$ cat config.mk
export PLATFORM = sky130hd
export DESIGN_NAME = dot_product_accumulator
export DESIGN_NICKNAME = d
export VERILOG_FILES = /design/src/rtl/dot_product_accumulator.sv
export SDC_FILE = /design/constraint.sdc
export NUM_CORES = 1
export LEC_CHECK = 0
export ABC_AREA = 1
export CAP_MARGIN = 10
export CORE_MARGIN = 5
export CORE_UTILIZATION = 35
export CTS_BUF_LIST = sky130_fd_sc_hd__clkbuf_4
export DETAILED_ROUTE_END_ITERATION = 10
export GPL_ROUTABILITY_DRIVEN = 0
export SYNTH_ARGS = -nofsm -noshare
export SYNTH_HDL_FRONTEND = slang
export SYNTH_SLANG_ARGS = --single-unit
$ cat constraint.sdc
create_clock -name clock -period 1.93 [get_ports clock]
set_input_delay 0.2895 -clock clock [delete_from_list [all_inputs] [get_ports clock]]
set_output_delay 0.2895 -clock clock [all_outputs]
set_load 0.05 [all_outputs]
$ cat src/rtl/dot_product_accumulator.sv
// rtl/dot_product_accumulator.sv - sums VECTOR_LEN MAC products into one result on a valid/ready output register
// Optional saturation build: define DOT_PRODUCT_ACC_SATURATE_EN to clamp on overflow instead of wrapping.
module dot_product_accumulator #(
    parameter int IN_WIDTH   = 64,
    parameter int ACC_WIDTH  = 64,
    parameter int VECTOR_LEN = 8,
    parameter int CNT_WIDTH  = $clog2(VECTOR_LEN + 1)
) (
    input  logic                        clock,
    input  logic                        reset_n,
    input  logic signed [IN_WIDTH-1:0]  mac_in,
    input  logic                        mac_valid,
    input  logic                        clear,
    output logic signed [ACC_WIDTH-1:0] sum_out,
    output logic                        sum_overflow,
    output logic                        sum_valid,
    input  logic                        sum_ready,
    output logic                        drop_err,
    output logic [CNT_WIDTH-1:0]        beat_count
);

    localparam int MSB = ACC_WIDTH - 1;
    localparam logic [CNT_WIDTH-1:0] LAST_CNT = CNT_WIDTH'(VECTOR_LEN - 1);

    logic signed [ACC_WIDTH-1:0] acc;
    logic                        acc_ovf;
    logic signed [ACC_WIDTH-1:0] ext_in;
    logic signed [ACC_WIDTH-1:0] sum_raw;
    logic signed [ACC_WIDTH-1:0] sum_next;
    logic                        beat_ovf;
    logic                        beat;
    logic                        last_beat;
    logic                        emit;

    assign ext_in   = ACC_WIDTH'(mac_in);
    assign sum_raw  = acc + ext_in;
    // Signed overflow: operands agree in sign but the sum does not.
    assign beat_ovf = (acc[MSB] == ext_in[MSB]) && (sum_raw[MSB] != acc[MSB]);

`ifdef DOT_PRODUCT_ACC_SATURATE_EN
    localparam logic signed [ACC_WIDTH-1:0] ACC_MAX = {1'b0, {(ACC_WIDTH-1){1'b1}}};
    localparam logic signed [ACC_WIDTH-1:0] ACC_MIN = {1'b1, {(ACC_WIDTH-1){1'b0}}};

    always_comb begin
        sum_next = sum_raw;
        if (beat_ovf) begin
            sum_next = acc[MSB] ? ACC_MIN : ACC_MAX;
        end
    end
`else
    assign sum_next = sum_raw;
`endif

    assign beat      = mac_valid && !clear;
    assign last_beat = (beat_count == LAST_CNT);
    assign emit      = beat && last_beat;

    always_ff @(posedge clock or negedge reset_n) begin
        if (!reset_n) begin
            acc        <= '0;
            acc_ovf    <= 1'b0;
            beat_count <= '0;
        end else if (clear) begin
            acc        <= '0;
            acc_ovf    <= 1'b0;
            beat_count <= '0;
        end else if (beat) begin
            if (last_beat) begin
                acc        <= '0;
                acc_ovf    <= 1'b0;
                beat_count <= '0;
            end else begin
                acc        <= sum_next;
                acc_ovf    <= acc_ovf | beat_ovf;
                beat_count <= beat_count + CNT_WIDTH'(1);
            end
        end
    end

    // Upstream cannot stall, so a result arriving at a full, unaccepted output is dropped.
    always_ff @(posedge clock or negedge reset_n) begin
        if (!reset_n) begin
            sum_out      <= '0;
            sum_overflow <= 1'b0;
            sum_valid    <= 1'b0;
        end else if (emit && (!sum_valid || sum_ready)) begin
            sum_out      <= sum_next;
            sum_overflow <= acc_ovf | beat_ovf;
            sum_valid    <= 1'b1;
        end else if (sum_valid && sum_ready) begin
            sum_valid    <= 1'b0;
        end
    end

    always_ff @(posedge clock or negedge reset_n) begin
        if (!reset_n) begin
            drop_err <= 1'b0;
        end else if (clear) begin
            drop_err <= 1'b0;
        end else if (emit && sum_valid && !sum_ready) begin
            drop_err <= 1'b1;
        end
    end

endmodule

==> results.md <==
Layout:
- The area growth from synthesis to layout is 74.91%.
- The final layout contains 2128 nets.
- Summing all multi-input logic gate instances after layout gives 9096 um2.
- In the final layout, the share of cells above drive strength 1 is 0.4385.
- The total of fill cells in the finished design is 2383.
- The most common library cell in the layout ignoring fill and taps is sky130_fd_sc_hd__nand2_1.
- The summed area of non-filler cells in the final layout is 17760 um2.
- In the layout the commonest cells are sky130_fd_sc_hd__nand2_1 (448), sky130_fd_sc_hd__buf_4 (226), sky130_fd_sc_hd__inv_1 (183).
- The final core utilization is 0.6187.
- The register cell area after layout is 3407 um2.

Setup path:
- The arrival time reported for the critical path endpoint is 2.93 ns.
- STA classifies the critical path startpoint as a flip-flop.
- The endpoint required time on the critical path is 2.44 ns.
- The worst setup path is captured at a flip-flop.
- In this run the worst path has a maximum fanout of 3.
- The type of the worst setup path is reg -> reg.

Flow run:
- The count of maximum capacitance violations is 0.

Clocking:
- The clock net in this run drives a total of 136 sinks.
- The clock slew seen by the registers of the worst setup and hold paths is 0.16 ns.
- The H-tree was split into 4 levels.
- For the worst-skew pair, the clock arrives at the later sink with an insertion delay of 0.62 ns.
- The number of CTS-inserted buffers is 17.
- The tree is rooted in a sky130_fd_sc_hd__clkbuf_4.
- TritonCTS built the clock tree.
- The number of buffers on the longest clock path is 2.

Global routing:
- The initial antenna violation count is 1.
- The maximum number of pins on one net before global-route repair is 52.
- For this run the aggregate overflow at the end of global routing stands at 0.
- The number of global-route vias before repair was 12390.
- The global-route wire length before repair is 64180 um.
- For this run, the total global-route usage over all layers was measured as 0.2452.

Power and ir drop:
- Summed over all cells, the static leakage comes to 9.200 nW.
- The final total power is 0.01249 W.
- The worst-case IR drop observed on VDD is 0.3301 mV.
- The areal power density over the cells is 703.4 nW/um2.

STA:
- Across the routed clock network, the largest skew measured is 0.04015 ns.
- The share of the clock period used by the worst path after layout is 1.250.
- Measured against its own limit, the worst slew margin works out to 0.6404.
- The final-report setup violation count is 106.
- Setup repair after global routing could not meet its margin everywhere.
- At the pin with the least slew margin, the transition time is 0.5415 ns.
- The final number of hold-violating endpoints is 0.
- The setup slack after layout is -0.4824 ns.
- The routed design could run at a clock period as short as 2.412 ns.
- The number of max-slew violations in the final report came to 0.
- For this run, the top clock speed supported by timing is 0.4145 GHz.

Placement:
- The half-perimeter wire length of the detailed placement result is 29790 um.
- Once placement finished, the instance area stood at 13630 um2.
- The count of buffers from port buffering is 139.

Yosys:
- For this run, the leading register cell type out of synthesis is sky130_fd_sc_hd__dfrtp_1.
- The unique cell type count in the Yosys netlist is 33.
- The synthesized net count is 1723.
- The per-instance average area after synthesis is 6.390 um2.
- The area of the mapped netlist is 10150 um2.
- The number of register bits inferred by synthesis is 136.
- The number of cells produced by synthesis is 1589.
- The number of warning messages in the yosys log is 0.
- The sequential share of the synthesized area is 0.3352.
- Yosys mapped a number of flops with a built-in enable equal to 0.
- The fraction of registers with async set/reset is 1.000.

Run status:
- The final reports fail on DRC, setup timing.
- The run finished, with violations left.

Floorplanning:
- The I/O pin total is 140.
- Row generation in the floorplan step produced 62 rows.
- For this configuration, the core starts out at a cell density of 0.3537.
- The height of the chip is 180.3 um.
- The placeable core area is 28700 um2.
- The floorplan die area is 32520 um2.
- The floorplan step set the die width to 180.3 um.

Routing:
- The routed wire length per instance is 18.32 um.
- Using the TritonRoute via totals, the vias-per-cell ratio works out to 5.181.
- The remaining design rule violation count is 2.
- Before antenna repair, the detailed router went through 9 iterations.
- The first-iteration detailed-routing DRC count is 975.
- The wire length after detailed routing is 43830 um.
- In this run the remaining antenna-violating nets after routing total 0.
- The number of vias after detailed routing is 12390.

Worst hold path:
- The tightest min-delay check is of the in -> async type.
repair_timing:
| action | CTS | global route |
|---|---|---|
| setup buffers | 36 | 36 |
| hold buffers | 1 | 0 |
| hold endpoints to repair | 136 | 0 |
| pin swaps | 140 | 152 |
| endpoints found under the setup margin | 161 | 116 |
| gates resized for setup | 613 | 244 |
cell type report:
| class | count | share of cell area |
|---|---|---|
| Timing Repair Buffer | 412 | 0.2080 |
| Antenna cell | 1 | 0.0001409 |
| Tap cell | 384 | 0.02705 |
| Multi-Input combinational cell | 1213 | 0.5122 |
| Sequential cell | 136 | 0.1918 |
| Clock buffer | 20 | 0.008454 |
| Inverter | 214 | 0.04650 |
| Clock inverter | 12 | 0.005777 |
cell families (layout without fill, tap and decap cells):
group / after synthesis / in the layout / synth area share
AO/OA/AOI/OAI: 175 / 175 / 0.09218
XOR/XNOR: 27 / 27 / 0.02329
AND/OR/NAND/NOR: 946 / 946 / 0.3782
other: 0 / 1 / 0
flip-flops: 136 / 136 / 0.3352
adder cells (fa/ha/maj): 65 / 65 / 0.08084
buffers and inverters: 240 / 658 / 0.09033
report_power, final:
group / internal (W) / switching, W / total, W / leakage, nW
Clock: 0.000677 / 0.00126 / 0.00194 / 0.139
Sequential: 0.00306 / 0.000216 / 0.00328 / 1.85
Combinational: 0.00334 / 0.00394 / 0.00728 / 7.21
Total: 0.00708 / 0.00542 / 0.0125 / 9.20
flip-flops by register name, indices dropped and copies added, names as in the netlist:
name and count:
sum_valid 1, sum_out 64, drop_err 1, acc 64, beat_count 4, sum_overflow 1, acc_ovf 1
critical path: stages, from the launching register on:
cell,delay (ns)
sky130_fd_sc_hd__dfrtp_1,0.44
sky130_fd_sc_hd__ha_4,0.18
sky130_fd_sc_hd__buf_4,0.13
sky130_fd_sc_hd__a21oi_1,0.27
sky130_fd_sc_hd__o21ai_1,0.19
sky130_fd_sc_hd__inv_1,0.11
sky130_fd_sc_hd__nand2_1,0.10
sky130_fd_sc_hd__buf_4,0.15
sky130_fd_sc_hd__a21oi_2,0.21
sky130_fd_sc_hd__nand2_4,0.14
sky130_fd_sc_hd__nand2_4,0.10
sky130_fd_sc_hd__nand3_1,0.10
sky130_fd_sc_hd__nand3_1,0.12
sky130_fd_sc_hd__nand2_1,0.07
per-layer routing:
metal / share of wire / up-vias / global-route usage / routed length (um)
met4: 0.065 / 0 / 0.1222 / 2834
met3: 0.062 / 197 / 0.04178 / 2734
met1: 0.39 / 5885 / 0.3010 / 17120
li1: - / 5786 / - / -
met2: 0.48 / 526 / 0.4165 / 21150
met5: 0 / - / 0 / 0
cell usage after synthesis (4+ instances only):
cell / count / area (um2)
sky130_fd_sc_hd__nand3b_1: 20 / 150.1
sky130_fd_sc_hd__dfrtp_1: 136 / 3403
sky130_fd_sc_hd__nor2_2: 5 / 31.28
sky130_fd_sc_hd__o21bai_1: 16 / 120.1
sky130_fd_sc_hd__xnor2_1: 18 / 157.7
sky130_fd_sc_hd__xor2_1: 9 / 78.83
sky130_fd_sc_hd__clkbuf_1: 18 / 67.56
sky130_fd_sc_hd__nand3_1: 103 / 515.5
sky130_fd_sc_hd__buf_2: 7 / 35.03
sky130_fd_sc_hd__or2_2: 4 / 25.02
sky130_fd_sc_hd__nor2_1: 125 / 469.2
sky130_fd_sc_hd__nor3_1: 12 / 60.06
sky130_fd_sc_hd__a21oi_1: 81 / 405.4
sky130_fd_sc_hd__o21ai_0: 70 / 350.3
sky130_fd_sc_hd__nand2_1: 664 / 2492
sky130_fd_sc_hd__ha_1: 64 / 800.8
sky130_fd_sc_hd__inv_1: 213 / 799.5
stage by stage:
step                      setup TNS (ns)  hold WS [ns]  setup slack [ns]  cells
final                             -28.67       0.08877           -0.4824   2392
after global routing              -36.09        0.1156           -0.5153   2392
after CTS                         -14.37       0.09364           -0.2517   2361
after detailed placement          -75.90        0.1938           -0.8400   2298
after global placement            -74.04        0.1944           -0.8173   2298
after floorplan                 -0.02793     -0.006091          -0.01398   1589
worst paths after layout:
check / startpoint / end / cells past startpoint / slack (ns)
max: acc[21] / acc[46] / 13 / -0.48
min: reset_n / acc[7] / 2 / 0.09
max reg2reg: acc[21] / acc[46] / 13 / -0.48
min reg2reg: sum_out[2] / sum_out[2] / 2 / 0.49
max in group asynchronous: reset_n / acc[54] / 3 / 1.26
min in group clock: sum_ready / sum_valid / 4 / 0.35
No activity file was read; power rests on OpenSTA's default activity.
